--- src/rtl/control_unit_if.sv ---
// Instruction fetch port of the J17 sequencer.
// Request is held until the memory acknowledges with a word.
interface control_unit_if;
  logic        instr_req;
  logic        instr_ack;
  logic [31:0] instr_data;

  modport master (
    output instr_req,
    input  instr_ack,
    input  instr_data
  );

  modport slave (
    input  instr_req,
    output instr_ack,
    output instr_data
  );
endinterface

--- src/rtl/control_unit.sv ---
// Multi-cycle sequencer for the J17 datapath.
// Fetch over req/ack, decode, then strobe the datapath controls.
module control_unit (
  input  logic           clock,
  input  logic           reset,
  input  logic           start,
  control_unit_if.master imem,
  output logic [3:0]     opcode,
  output logic [31:0]    op1,
  output logic [31:0]    op2,
  output logic           imControl,
  output logic           regenable,
  output logic           ramenable,
  output logic [1:0]     pcControl,
  output logic [1:0]     writecode,
  output logic           busy,
  output logic           halted,
  output logic           error,
  output logic [15:0]    instret
);

  typedef enum logic [2:0] {
    S_IDLE,
    S_FETCH,
    S_DECODE,
    S_EXEC,
    S_MEM,
    S_HALT,
    S_ERROR
  } state_t;

  state_t      state;
  state_t      state_n;
  logic        req_q;
  logic [3:0]  op_q;
  logic [1:0]  cls_q;
  logic [31:0] w;
  logic        fire;
  logic        illegal;
  logic        retire;

  assign w       = imem.instr_data;
  assign fire    = (state == S_FETCH) && req_q && imem.instr_ack;
  assign illegal = (cls_q == 2'b11) && (op_q > 4'd2);

  assign imem.instr_req = req_q;
  assign busy   = (state != S_IDLE) && (state != S_HALT)
               && (state != S_ERROR);
  assign halted = (state == S_HALT);
  assign error  = (state == S_ERROR);

  // State register.
  always_ff @(posedge clock) begin
    if (reset) state <= S_IDLE;
    else       state <= state_n;
  end

  // Registered fetch request: rises a cycle into FETCH, drops after ack.
  always_ff @(posedge clock) begin
    if (reset)                         req_q <= 1'b0;
    else if (state == S_FETCH && !req_q) req_q <= 1'b1;
    else if (fire)                     req_q <= 1'b0;
  end

  // Latch instruction fields; they stay put from DECODE to retire.
  always_ff @(posedge clock) begin
    if (reset) begin
      op_q      <= 4'd0;
      cls_q     <= 2'd0;
      opcode    <= 4'd0;
      op1       <= 32'd0;
      op2       <= 32'd0;
      imControl <= 1'b0;
    end else if (fire) begin
      op_q      <= w[31:28];
      cls_q     <= w[27:26];
      opcode    <= w[27] ? 4'd0 : w[31:28];
      op1       <= {27'b0, w[25:21]};
      op2       <= (w[27:26] == 2'b00) ? {27'b0, w[4:0]}
                                       : {11'b0, w[20:0]};
      imControl <= (w[27:26] != 2'b00);
    end
  end

  // Retired-instruction counter, wraps naturally.
  always_ff @(posedge clock) begin
    if (reset)       instret <= 16'd0;
    else if (retire) instret <= instret + 16'd1;
  end

  // Next-state and per-cycle datapath strobes.
  always_comb begin
    state_n   = state;
    regenable = 1'b0;
    ramenable = 1'b0;
    pcControl = 2'd2;
    writecode = 2'd0;
    retire    = 1'b0;
    unique case (state)
      S_IDLE:   if (start) state_n = S_FETCH;
      S_FETCH:  if (fire) state_n = S_DECODE;
      S_DECODE: state_n = illegal ? S_ERROR : S_EXEC;
      S_EXEC: begin
        unique case (1'b1)
          (cls_q == 2'b00): begin
            regenable = 1'b1;
            pcControl = 2'd0;
            retire    = 1'b1;
            state_n   = S_FETCH;
          end
          (cls_q == 2'b01): begin
            regenable = 1'b1;
            writecode = (op_q == 4'd0) ? 2'd1 : 2'd0;
            pcControl = 2'd0;
            retire    = 1'b1;
            state_n   = S_FETCH;
          end
          (cls_q == 2'b10): begin
            ramenable = 1'b1;
            state_n   = S_MEM;
          end
          (cls_q == 2'b11): begin
            retire = 1'b1;
            if (op_q == 4'd0) pcControl = 2'd0;
            if (op_q == 4'd1) pcControl = 2'd1;
            state_n = (op_q == 4'd2) ? S_HALT : S_FETCH;
          end
        endcase
      end
      S_MEM: begin
        ramenable = 1'b1;
        regenable = 1'b1;
        writecode = 2'd2;
        pcControl = 2'd0;
        retire    = 1'b1;
        state_n   = S_FETCH;
      end
      S_HALT:  state_n = S_HALT;
      S_ERROR: state_n = S_ERROR;
      default: state_n = S_IDLE;
    endcase
  end

endmodule

--- src/flat_wrapper.sv ---
// flat-port wrapper written by rule: the top's interface ports become plain ports
module control_unit_flat 
  (clock, reset, start, opcode, op1, op2, imControl, regenable, ramenable, pcControl, writecode, busy, halted, error, instret, imem_instr_req, imem_instr_ack, imem_instr_data);
  control_unit_if imem_i ();
  input  logic clock;
  input  logic reset;
  input  logic start;
  output logic [3:0] opcode;
  output logic [31:0] op1;
  output logic [31:0] op2;
  output logic imControl;
  output logic regenable;
  output logic ramenable;
  output logic [1:0] pcControl;
  output logic [1:0] writecode;
  output logic busy;
  output logic halted;
  output logic error;
  output logic [15:0] instret;
  output wire logic [$bits(imem_i.instr_req)-1:0] imem_instr_req;
  input wire logic [$bits(imem_i.instr_ack)-1:0] imem_instr_ack;
  input wire logic [$bits(imem_i.instr_data)-1:0] imem_instr_data;
  assign imem_instr_req = imem_i.instr_req;
  assign imem_i.instr_ack = imem_instr_ack;
  assign imem_i.instr_data = imem_instr_data;
  control_unit u_core (.clock(clock), .reset(reset), .start(start), .imem(imem_i), .opcode(opcode), .op1(op1), .op2(op2), .imControl(imControl), .regenable(regenable), .ramenable(ramenable), .pcControl(pcControl), .writecode(writecode), .busy(busy), .halted(halted), .error(error), .instret(instret));
endmodule
--- config.mk ---
export PLATFORM = sky130hd
export DESIGN_NAME = control_unit_flat
export DESIGN_NICKNAME = d
export VERILOG_FILES = /design/src/rtl/control_unit_if.sv /design/src/rtl/control_unit.sv /design/src/flat_wrapper.sv
export SDC_FILE = /design/constraint.sdc
export NUM_CORES = 1
export LEC_CHECK = 0
export CAP_MARGIN = 20
export CELL_PAD_IN_SITES_DETAIL_PLACEMENT = 0
export CELL_PAD_IN_SITES_GLOBAL_PLACEMENT = 2
export CORE_ASPECT_RATIO = 1.4
export CORE_MARGIN = 5
export CORE_UTILIZATION = 23
export CTS_BUF_LIST = sky130_fd_sc_hd__clkbuf_2
export DETAILED_ROUTE_END_ITERATION = 8
export MAX_ROUTING_LAYER = met4
export PLACE_DENSITY = 0.87
export SYNTH_ARGS = -nofsm -noshare
export SYNTH_HDL_FRONTEND = slang
export SYNTH_SLANG_ARGS = --single-unit
--- constraint.sdc ---
create_clock -name clock -period 2.02 [get_ports clock]
set_clock_uncertainty 0.15 [all_clocks]
set_input_delay 0.404 -clock clock [delete_from_list [all_inputs] [get_ports clock]]
set_output_delay 0.404 -clock clock [all_outputs]
set_load 0.005 [all_outputs]
==> results of run 1 <==
metal layers:
layer / vias up / wire length, um / global-route usage [%]
met3: 12 / 668 / 4.154
met2: 89 / 3782 / 18.12
met4: 0 / 118 / 4.213
met5: - / 0 / -
li1: 1250 / - / -
met1: 1140 / 2951 / 11.86
kinds of logic after synthesis:
logic type	after synthesis	synth area share [%]
fa+ha+maj	1	0.4679
simple gates	99	20.45
xor+xnor	2	0.6552
compound gates	80	19.56
flops	57	42.68
other cells	1	0.1402
mux	2	0.7955
buf+inv	61	15.25
synth_stat cells, types with 2 or more instances:
cell,count,area share [%]
buf_2,5,0.94
nand2b_1,2,0.47
or3_1,4,0.94
and3_1,2,0.47
o31ai_1,8,2.2
clkbuf_1,8,1.1
or4_1,9,2.5
nand3b_1,4,1.1
buf_6,3,1.3
inv_1,4,0.56
a31oi_1,2,0.47
xor2_1,2,0.66
a22o_1,16,5.2
nand2_1,44,6.2
dfxtp_1,57,43
buf_4,40,11
nand3_1,6,1.1
o21ai_0,9,1.7
a21oi_1,36,6.7
nor2_1,10,1.4
nand4_1,3,0.70
state kept, by name, summed over array words and instances (netlist names):
name                   count
u_core.cls_q               2
u_core.imControl           1
u_core.imem.instr_req      1
u_core.instret            16
u_core.op1                 5
u_core.op2                21
u_core.op_q                4
u_core.opcode              4
u_core.state               3
power by group:
part	internal, W	switching (W)	leakage, nW
Sequential	0.00113	0.0000114	0.476
Clock	0.000410	0.000443	0.0833
Combinational	0.000137	0.000111	1.24
repair_timing:
item                                    4_1_cts  5_1_grt
gates resized for setup                      78       33
endpoints found under the setup margin       25       33
pin swaps                                     6        4
buffers inserted                             11       10
area by class of cell:
class / instances / area, um^2
clock buffers: 10 / 50.05
clock inverters: 6 / 82.58
fillers: 1184 / 7204
inverters: 5 / 21.27
multi-input cells: 222 / 1349
flip-flops and latches: 57 / 1196
well taps: 144 / 180.2
repair buffers: 134 / 1255
worst min-delay path: cells and delay by family:
kind                   cells  cell delay, ns
AO/OA/AOI/OAI              1            0.05
buffers and inverters      2            0.29
final timing paths:
path / start / endpoint / slack (ns)
worst min register to register: u_core.opcode[2] / u_core.opcode[2] / 0.31
worst min-delay path: reset / u_core.op2[3] / 0.15
worst max register to register: u_core.instret[1] / u_core.instret[10] / 0.11
worst max-delay path: u_core.op_q[3] / writecode[0] / -0.32
metrics by stage:
stage / setup WS, ns / cell area (um^2) / std cells / hold WS [ns] / TNS (ns)
after floorplan: 0.3170 / 2813 / 340 / 0.2983 / 0
after global placement: -0.1971 / 3702 / 541 / 0.2905 / -0.3874
after detailed placement: -0.2192 / 3702 / 541 / 0.2937 / -1.081
after CTS: -0.4596 / 3981 / 568 / 0.09393 / -1.276
after global routing: -0.4727 / 4134 / 578 / 0.1131 / -1.309
final: -0.3180 / 4134 / 578 / 0.1478 / -0.8267
==> results by group, run 1 <==
Logic synthesis
  – Yosys reg bits: 57
  – Post-synthesis async set-or-reset flop share: 0%
  – Number of synthesized flops with an enable pin: 0
  – Top_reg_cell synth: dfxtp_1
  – Warnings, synthesis: 0
  – Synth Instances: around 300
  – Cell area after synthesis: about 2700 um^2
  – Syn_area_per_cell: roughly 8.8 um^2
  – Post-synthesis sequential area ratio: between 40% and 50%
  – Post-synth cell types: 50

Routing
  – Number of routed nets with antenna violations: 0
  – Initial DRC count: 47
  – Total vias in the final route: between 2000 and 2500
  – Pre-Repair DR Iteration Count: 4
  – Avg WL per Cell: between 10 and 15 um
  – Residual DRC count: 0
  – Routed WL: between 7000 and 8000 um
  – DR vias/cell: between 4 and 5

STA
  – Final setup violation count: 3
  – Max Clock Freq: 0.4277 GHz
  – Tcrit/Tclk final: 115.7%
  – Endpoints failing hold: 0
  – Final worst slack: -0.3180 ns
  – Fin. max-slew vios: 0
  – Tightest Pin Transition: roughly 0.7 ns
  – Slew HR: between 50% and 60%
  – Final min period: roughly 2.3 ns
  – RSZ-0062 raised after global routing: yes

Critical path
  – Slowest cell on the critical path: or4_4
  – CP delay by family, top: simple AND/OR/NAND/NOR gates
  – Setup crit end kind: output pin
  – CP max FO: 2
  – Data required, critical path: 1.47 ns
  – Crit path cell chain: or4_4, buf_6, nor4_4, buf_2
  – Critical path buffers and inverters: 2
  – R2R depth: 6
  – Startpoint Class: register
  – Critical Path AT: approximately 1.8 ns
  – WS Path Type: reg -> out
  – WP depth: 4
  – CP max stage delay: 0.56 ns

Pwr
  – PD cells: 543.6 nW/um^2
  – Tot Pwr: 0.002247 W
  – Worst VDD drop: 369.7 uV
  – P_leak: 1.802 nW

Place
  – Final RePlAce weighted congestion: slightly below 0.7
  – IO Port Bufs: 92
  – Final HPWL DP: between 5000 and 6000 um

Cells and area
  – Ant diodes: 0
  – Most frequent cells in the layout: clkdlybuf4s50_1, nand2_1, conb_1
  – Layout cells sized above 1: 28.34%
  – Commonest non-fill, non-tap cell in the layout: clkdlybuf4s50_1
  – Final core occ: between 30% and 40%
  – Synth-to-layout area growth: 54.61%
  – Layout Nets: 466

Outcome
  – Status: finished, violations left
  – Failing checks: setup timing

Hold path
  – Worst hold path depth: 3
  – Hold crit path type: in -> reg

GRT
  – Number of global-route vias before repair: between 2000 and 2500
  – Largest net degree at the start of global routing: 32
  – First-pass GRT wire length: roughly 12000 um
  – Initial antenna violation count: 0
  – GRT Overall Usage: between 10% and 20%
  – Congestion Overflow GR: 0

CTS
  – H-tree lvl count: 3
  – Clock-pin transition on the worst setup and hold timing paths: 0.17 ns
  – Clk sinks: 57
  – Clock latency at the later pin of the worst-skew pair: about 0.49 ns
  – TritonCTS clock tree: built
  – Clk buf depth: 2
  – Root Driver: clkbuf_2
  – CTS buffer count: 9
  – Cts-stage hold buffer count: 0

Floorplan
  – Die width: between 100 and 150 um
  – IO Pins: between 100 and 150
  – Die H: roughly 140 um
  – Initial Utilization: between 20% and 30%
  – Row count: 46
  – Die footprint: around 14000 um^2
  – Core footprint: about 11000 um^2

Run
  – Maxcap violations: 0
Note: power is estimated with default switching activity, not from simulation.
==> run 2, diff against run 1 <==
--- a/constraint.sdc
+++ b/constraint.sdc
@@ -3,3 +3,3 @@
 set_input_delay 0.404 -clock clock [delete_from_list [all_inputs] [get_ports clock]]
 set_output_delay 0.404 -clock clock [all_outputs]
-set_load 0.005 [all_outputs]
+set_load 0.01 [all_outputs]
==> run 2 against run 1 <==
- the flow still finishes with violations (setup timing)
- non-clock buffer count shrank 6
- fmax grew 2.8%
- combinational power grew 8.4%
- largest cell class unchanged
- count of clock-buffer cells in the layout grew 1
- critical path depth shrank 1
- final area shrank 0.85%
- worst setup slack gained 0.063 ns
- via count grew 1.2%
- total power shrank 4.4%
- flip-flop and latch count is the same
==> results by group, run 2 (synthesis gave the netlist of run 1 again) <==
Pwr
  – Tot Pwr: 0.002148 W (-4.4%)
  – Comb power frac: 12.6% (+1.5 points)
  – Sw Ratio: 27.00% (+1.8 points)
  – Clock power frac: 33.8% (-4.1 points)
  – P_leak: 2.005 nW (+11%)
  – Worst VDD drop: 356.4 uV (-3.6%)
  – PD cells: 523.9 nW/um^2 (-3.6%)
  – Sw power: 0.0005799 W (+2.5%)
  – P_int: 0.001568 W (-6.8%)
  – Reg power frac: 53.6% (+2.6 points)

Cells and area
  – Commonest non-fill, non-tap cell in the layout: clkdlybuf4s50_1
  – Largest regs: u_core.op2 x21, u_core.instret x16, u_core.op1 x5
  – Final core occ: 36.15% (-0.31 points)
  – Layout cells sized above 1: 29.21% (+0.86 points)
  – Most frequent cells in the layout: clkdlybuf4s50_1, nand2_1, conb_1
  – Layout Nets: 460 (-1.3%)
  – Ant diodes: 0 (unchanged)
  – Max reg flops: 21 (unchanged)
  – Synth-to-layout area growth: 53.30%
  – Largest Register: u_core.op2

Floorplan
  – Core footprint: 11340 um^2 (unchanged)
  – Die width: 101.1 um (unchanged)
  – Die footprint: 13910 um^2 (unchanged)
  – Die H: 137.6 um (unchanged)
  – IO Pins: 131 (unchanged)
  – Initial Utilization: 23.58% (unchanged)
  – Row count: 46 (unchanged)

CTS
  – Root Driver: clkbuf_2
  – Clk sinks: 57 (unchanged)
  – Clk buf depth: 2 (unchanged)
  – Clock-pin transition on the worst setup and hold timing paths: 0.19 ns (+0.02 ns)
  – H-tree lvl count: 3 (unchanged)
  – TritonCTS clock tree: built
  – CTS buffer count: 9 (unchanged)
  – Clock latency at the later pin of the worst-skew pair: 0.49 ns (about the same)
  – Cts-stage hold buffer count: 0 (unchanged)

Critical path
  – Startpoint Class: register
  – CP delay by family, top: simple AND/OR/NAND/NOR gates
  – CP max FO: 3 (+1)
  – Setup crit end kind: output pin
  – CP max stage delay: 0.56 ns (about the same)
  – RR Startpoint: u_core.state[0]
  – R2R depth: 7 (+1)
  – Slowest cell on the critical path: or4_4
  – Data required, critical path: 1.47 ns (about the same)
  – Critical path buffers and inverters: 1 (-1)
  – WS Path Type: reg -> out
  – Critical Path AT: 1.72 ns (-0.06 ns)
  – R2R Path End: u_core.instret[14]
  – Worst reg2reg setup slack: 0.03 ns (-0.08 ns)
  – Crit path cell chain: or4_4, nor4_4, buf_2

GRT
  – Met2 Usage GRT: 18.85% (+0.73 points)
  – Number of global-route vias before repair: 2446 (-1.1%)
  – Met1 Use GR: 11.55% (-0.31 points)
  – First-pass GRT wire length: 11810 um (+0.76%)
  – Congestion Overflow GR: 0 (unchanged)
  – Gr busiest metal: met2
  – Initial antenna violation count: 0 (unchanged)
  – GRT Overall Usage: 11.01% (+0.054 points)
  – Largest net degree at the start of global routing: 32 (unchanged)
  – Global-route met3 utilization: 4.407% (+0.25 points)

Routing
  – Routed WL: 7535 um (+0.19%)
  – Initial DRC count: 63 (+34%)
  – Total vias in the final route: 2520 (+1.2%)
  – Avg WL per Cell: 13.17 um (+1.2%)
  – Residual DRC count: 0 (unchanged)
  – DR vias/cell: 4.406 (+2.2%)
  – Number of routed nets with antenna violations: 0 (unchanged)
  – Pre-Repair DR Iteration Count: 4 (unchanged)

STA
  – Tcrit/Tclk final: 112.6% (-3.1 points)
  – Final worst slack: -0.2551 ns (+0.06291 ns)
  – Final setup TNS: -0.6988 ns (+0.1279 ns)
  – Endpoints failing hold: 0 (unchanged)
  – Final setup violation count: 3 (unchanged)
  – Fin. max-slew vios: 0 (unchanged)
  – Final min period: 2.275 ns (-0.06291 ns)
  – RSZ-0062 raised after global routing: yes
  – Max Clock Freq: 0.4395 GHz (+2.8%)

Hold path
  – Hold crit path type: in -> reg
  – Worst Hold End: u_core.imem.instr_req
  – Worst hold path depth: 3 (unchanged)
  – Hold Crit Start: reset

Place
  – Final HPWL DP: 5536 um (+0.65%)
  – Final RePlAce weighted congestion: 0.6872 (-0.46%)
  – IO Port Bufs: 92 (unchanged)

Run
  – Maxcap violations: 0 (unchanged)

Outcome
  – Failing checks: setup timing
  – Status: finished, violations left
run 2: cell types whose count changed in the layout (fill, tap and decap cells not counted), moves of 3 or more:
cell	before	now
a21oi_1	35	32
a21oi_2	2	5
dlymetal6s2s_1	11	20
buf_4	35	28
clkdlybuf4s50_1	69	44
dlygate4sd2_1	2	18
run 2: cell type report:
class                   count  area (um^2)
multi-input cells         222         1379
well taps                 144        180.2
repair buffers            128         1216
fillers                  1183         7239
inverters                   5        18.77
clock inverters             5        56.30
clock buffers              11        55.05
flip-flops and latches     57         1194
run 2: timing repair:
action                                  4_1_cts  5_1_grt
resized for setup                            96       49
endpoints found under the setup margin       35       40
setup buffers                                11        4
pin swaps                                     5        6
run 2: worst max-delay path by stage:
| stage | slack [ns] | endpoint | cells past startpoint | start |
|---|---|---|---|---|
| floorplan | 0.18 | writecode[0] | 2 | u_core.op_q[3] |
| global placement | -0.23 | writecode[0] | 3 | u_core.op_q[3] |
| detailed placement | -0.25 | writecode[0] | 3 | u_core.op_q[3] |
| CTS | -0.35 | writecode[0] | 4 | u_core.cls_q[0] |
| global route | -0.38 | writecode[0] | 3 | u_core.op_q[3] |
| finish | -0.26 | writecode[0] | 3 | u_core.op_q[1] |
run 2: routing by layer:
layer	share of wire, %	wire length, um	up-vias
li1	-	-	1241
met1	38	2887	1173
met2	51	3873	96
met3	8.9	674	10
met4	1.3	99	0
met5	0	0	-
run 2: power groups by stage:
stage               clock network, W  logic (W)  registers, W
detailed placement                 0   0.000245       0.00118
finish                      0.000726   0.000270       0.00115
floorplan                          0   0.000160       0.00118
CTS                         0.000770   0.000254       0.00115
global placement                   0   0.000243       0.00118
global route                0.000818   0.000294       0.00115
run 2: tightest hold or removal path, cell delays in order:
cell and delay (ns):
buf_2 0.11, nor2_4 0.10, o21a_1 0.11
run 2: stage by stage:
stage          setup slack, ns  instance area, um^2  instances  hold WS (ns)
2_1_floorplan           0.1775                 2813        340        0.3046
3_3_place_gp           -0.2285                 3702        541        0.2911
3_5_place_dp           -0.2502                 3702        541        0.2938
4_1_cts                -0.3479                 3948        568        0.1101
5_1_grt                -0.3757                 4099        572        0.1205
6_report               -0.2551                 4099        572        0.1515
==> edit 1: new RTL, flow settings as in run 2 <==
Encoding of `state_t`: now one-hot (7 bits for 7 states).
--- a/src/rtl/control_unit.sv
+++ b/src/rtl/control_unit.sv
@@ -20,12 +20,12 @@
 );
 
-  typedef enum logic [2:0] {
-    S_IDLE,
-    S_FETCH,
-    S_DECODE,
-    S_EXEC,
-    S_MEM,
-    S_HALT,
-    S_ERROR
+  typedef enum logic [6:0] {
+    S_IDLE   = 7'b0000001,
+    S_FETCH  = 7'b0000010,
+    S_DECODE = 7'b0000100,
+    S_EXEC   = 7'b0001000,
+    S_MEM    = 7'b0010000,
+    S_HALT   = 7'b0100000,
+    S_ERROR  = 7'b1000000
   } state_t;
 
Check against the original RTL: same outputs for any inputs over 10 cycles, from zero or initial values and one cycle with reset high; not proved beyond that.
==> edit 1 against run 2 <==
Routed wire length is 31% higher. Final area is 20% higher. Critical path type unchanged. Synthesized area is 11% higher. Sequential cell count is 4 higher. Sequential share of layout area is 2.8 points lower. Register-to-register slack worse by 410 ps. Power is 13% higher. The flow still finishes with violations (setup timing). Count of clock-buffer cells in the layout stayed put. Largest power group unchanged. Setup slack worse by 140 ps.
==> edit 1: results <==
set metrics [dict create \
    reg_top3 "u_core.op2 x21, u_core.instret x16, u_core.state x7" \
    grt_pass1_vias 2946 \
    r2r_setup_slack_ps -380 \
    clockBufferDepth 2 \
    vias_per_cell 4.64 \
    min-delay-path-class "in -> reg" \
    clk_pin_slew_ps 180 \
    async_reset_ff_share_pct 0 \
    synth_cell_type_count 47 \
    post-place-ws_ps -340 \
    cts_buffers 9 \
    grt_usage_pct 12.4 \
    grt_pass1_wl_mm 14.7 \
    final.setup.worst_slack_ps -397 \
    yosysWarnings 0 \
    synthFlopType "dfxtp_1" \
    synthTopCellsByCount "dfxtp_1, nand2_1, buf_4" \
    r2r_end "u_core.instret[1]$_SDFFE_PP0P_" \
    yosysSeqAreaShare_pct 41.3 \
    setup_violations 48 \
    min_path_cells 3 \
    dr.pass1.iters 5 \
    min_to "u_core.imem.instr_req$_SDFFE_PP0P_" \
    nFillCells 1316 \
    p_leak_uw 0.00244 \
    fin_nets 532 \
    violations "setup timing" \
    min_from "reset" \
    buffer_ports.inserted 92 \
    drt_iter0_drc 102 \
    htreeDepth 3 \
    diodes 0 \
    clk_latency_ps 480 \
    grt_max_degree 28 \
    grt_antenna_before_repair 0 \
    routedWlPerCell_um 15.1 \
    vdd_drop_max_mv 0.243 \
    drive_above_1_share_pct 36.8 \
    reg2regPathDepth 15 \
    r2r-start "u_core.state[0]$_SDFFE_PP1P_" \
    run_status "complete, but fails checks" \
    gp_congestion 0.820 \
    dpl.hpwl_mm 6.40 \
    synth_area_leaders "dfxtp_1, buf_4, a21oi_1" \
    worstPathMaxFanout 3 \
    cts_root_buf "clkbuf_2" \
]
==> edit 1: changes by cell type after synthesis, moves of 4 or more <==
cell     before  now
mux2_2        1    5
a22o_2        0    9
a22o_1       16    7
nor2b_1       0    8
nor4_1        1    6
dfxtp_1      57   61
nor3_1        1    6
nor2_1       10   14
==> edit 1: where the power goes <==
group	switching [µW]	internal, µW	total [µW]
Combinational	212	240	452
Clock	455	288	743
Sequential	14.1	1210	1220
Total	681	1740	2420
==> edit 1: worst max-delay path: stages, from the launching register on <==
cell	delay, ps
dfxtp_4	390
or4_4	560
nor2_4	140
nand2_4	80
o21ai_2	60
buf_2	150
==> edit 1: worst max path at each step <==
stage | from | endpoint | slack, ps | cells after the start
after floorplan | u_core.state[5]$_SDFFE_PP0P_ | u_core.cls_q[0]$_SDFFE_PP0P_ | -8 | 6
after global placement | u_core.state[1]$_SDFFE_PP0P_ | halted | -310 | 3
after detailed placement | u_core.state[1]$_SDFFE_PP0P_ | regenable | -340 | 5
after CTS | u_core.state[0]$_SDFFE_PP1P_ | pcControl[0] | -470 | 5
after global routing | u_core.state[0]$_SDFFE_PP1P_ | regenable | -550 | 5
final | u_core.state[0]$_SDFFE_PP1P_ | regenable | -400 | 5
==> edit 1: final cells by class <==
class,instances,area share [%]
clock buffer,11,1.12
clock inverter,5,1.05
inverter,4,0.306
multi-input combinational,258,35.0
sequential,61,26.3
tap,153,3.91
timing repair buffer,161,32.3
==> edit 1: per-layer routing <==
metal / part of all wire (%) / track usage (%) / vias up
li1: - / - / 1467
met1: 39 / 13.6 / 1438
met2: 54 / 21.8 / 110
met3: 6.5 / 3.53 / 12
met4: 1.4 / 4.30 / 0
met5: 0 / - / -
==> edit 1: cell families (layout without fill, tap and decap cells) <==
group / count (synthesis) / count (layout) / synth area share (%)
buffers and inverters: 62 / 181 / 13.5
AO/OA/AOI/OAI: 78 / 78 / 17.3
flip-flops: 61 / 61 / 41.3
multiplexers: 5 / 5 / 1.90
AND/OR/NAND/NOR: 131 / 135 / 25.2
adder cells (fa/ha/maj): 1 / 1 / 0.423
other: 1 / 38 / 0.127
XOR/XNOR: 1 / 1 / 0.296
==> edit 1: timing repair <==
action	4_1_cts	5_1_grt
endpoints found under the hold margin	0	0
pin swaps	24	13
buffers inserted	25	5
cloned	5	3
gates resized for setup	142	72
hold buffers	0	0
setup endpoints to repair	88	82
==> edit 1: stage by stage <==
stage	power, µW	instances	instance area [µm²]	setup TNS [ps]	hold WS (ps)
floorplan	1450	377	3110	-139	299
global placement	1560	602	4130	-5190	284
detailed placement	1560	602	4130	-6300	293
CTS	2450	647	4650	-8090	216
global route	2570	653	4900	-15810	203
finish	2420	653	4900	-11510	258
==> edit 2: new RTL, settings of run 2 <==
Made on the original files. Make the reset (`reset`) asynchronous in 4 clocked blocks.
--- a/src/rtl/control_unit.sv
+++ b/src/rtl/control_unit.sv
@@ -51,5 +51,5 @@
 
   // State register.
-  always_ff @(posedge clock) begin
+  always_ff @(posedge clock or posedge reset) begin
     if (reset) state <= S_IDLE;
     else       state <= state_n;
@@ -57,5 +57,5 @@
 
   // Registered fetch request: rises a cycle into FETCH, drops after ack.
-  always_ff @(posedge clock) begin
+  always_ff @(posedge clock or posedge reset) begin
     if (reset)                         req_q <= 1'b0;
     else if (state == S_FETCH && !req_q) req_q <= 1'b1;
@@ -64,5 +64,5 @@
 
   // Latch instruction fields; they stay put from DECODE to retire.
-  always_ff @(posedge clock) begin
+  always_ff @(posedge clock or posedge reset) begin
     if (reset) begin
       op_q      <= 4'd0;
@@ -84,5 +84,5 @@
 
   // Retired-instruction counter, wraps naturally.
-  always_ff @(posedge clock) begin
+  always_ff @(posedge clock or posedge reset) begin
     if (reset)       instret <= 16'd0;
     else if (retire) instret <= instret + 16'd1;
Behaviour: differs if reset is asserted again (counterexample within 4 cycles, from zero or initial values and one cycle with reset high); with reset held inactive, the same outputs for 10 cycles.
==> edit 2 against run 2 <==
The run still ends with setup timing left. Final area grew 1.1%. Core utilization shrank 1.3 points. Sequential cell count is the same. Register-to-register slack gained 60 ps. Setup slack gained 87 ps. Synthesized area grew 4.3%. Routed wire length shrank 4.2%. Die area grew 3.9%. Critical endpoint is now pcControl[1]. Global-route usage shrank 0.62 points. Worst hold slack gained 160 ps.
Power is not compared: it rests on default switching activity, and its combinational part moved more than twofold at a synthesized area within 25%.
==> edit 2: results <==
set metrics [dict create \
    met2_length_mm 3.71 \
    gp_congestion 0.733 \
    fin_nets 440 \
    grt_max_degree 60 \
    grt_use_met3_pct 3.28 \
    highest_layer "met4" \
    drive_above_1_share_pct 25.7 \
    synth_compound_area_share_pct 7.63 \
    run_status "complete, but fails checks" \
    grt_pass1_vias 2285 \
    synth_cell_type_count 36 \
    dr.pass1.iters 6 \
    grt_use_met1_pct 12.0 \
    synthTopCellsByCount "dfrtp_1, nand2_1, buf_4" \
    grt_use_met2_pct 17.0 \
    dpl.hpwl_mm 5.25 \
    final.setup.worst_slack_ps -168 \
    place_area_um2 3840 \
    holdBufCountCts 1 \
    yosysSeqAreaShare_pct 51.2 \
    wl_met3_um 518 \
    p_clk_share_pct 13.0 \
    routedWlPerCell_um 13.0 \
    violations "setup timing" \
    clk_pin_slew_ps 170 \
    yosys.area_share.adder_pct 0.449 \
    cts_resized 103 \
    setup_violations 6 \
    synthMuxAreaShare_pct 7.27 \
    synth.avg_cell_area_um2 10.3 \
    drt_iter0_drc 75 \
    yosys.area_share.xor_xnor_pct 5.03 \
    grt_usage_pct 10.4 \
    async_reset_ff_share_pct 100 \
    tns_ps -795 \
    grt_pass1_wl_mm 11.4 \
    cts_setup_buffers 24 \
]
[edit 2: final cells by class]
class | count | area (µm²)
Tap cell | 147 | 184
Sequential cell | 57 | 1430
Clock inverter | 6 | 45.0
Inverter | 5 | 26.3
Timing Repair Buffer | 134 | 1200
Multi-Input combinational cell | 196 | 1210
Fill cell | 1245 | 7730
Clock buffer | 10 | 50.0
[edit 2: logic make-up (layout without fill, tap and decap cells)]
group | after synthesis | after routing
AOI/OAI and AO/OA | 37 | 37
xor gates and xnor gates | 16 | 16
adders and majority gates | 1 | 1
buffers and inverters | 55 | 155
DFF | 57 | 57
muxes | 18 | 18
other | 1 | 38
and+or+nand+nor | 86 | 86
[edit 2: tightest hold or removal path, cell delays in order]
cell	delay (ps)
clkdlybuf4s50_1	390
nand2_1	50
o21ai_0	60
[edit 2: stage by stage]
| step | hold WS, ps | worst slack (ps) |
|---|---|---|
| floorplan | 354 | 66.4 |
| global placement | 309 | 42.4 |
| CTS | 232 | -248 |
| detailed placement | 316 | -12.8 |
| global route | 237 | -332 |
| finish | 307 | -168 |
[edit 2: path summary, 6_finish.rpt]
check                           cells after the start  slack, ps                   startpoint                             to
worst min register to register                      2        340   u_core.op2[14]$_DFFE_PP0P_     u_core.op2[14]$_DFFE_PP0P_
max in group asynchronous                           4        610                        reset     u_core.op2[18]$_DFFE_PP0P_
worst max register to register                      6         90  u_core.state[1]$_DFFE_PP0P_  u_core.instret[8]$_DFFE_PP0P_
worst min-delay path                                3        310          imem_instr_data[10]     u_core.op2[10]$_DFFE_PP0P_
min in group asynchronous                           3        590                        reset      u_core.op1[4]$_DFFE_PP0P_
worst max-delay path                                5       -170  u_core.state[1]$_DFFE_PP0P_                   pcControl[1]
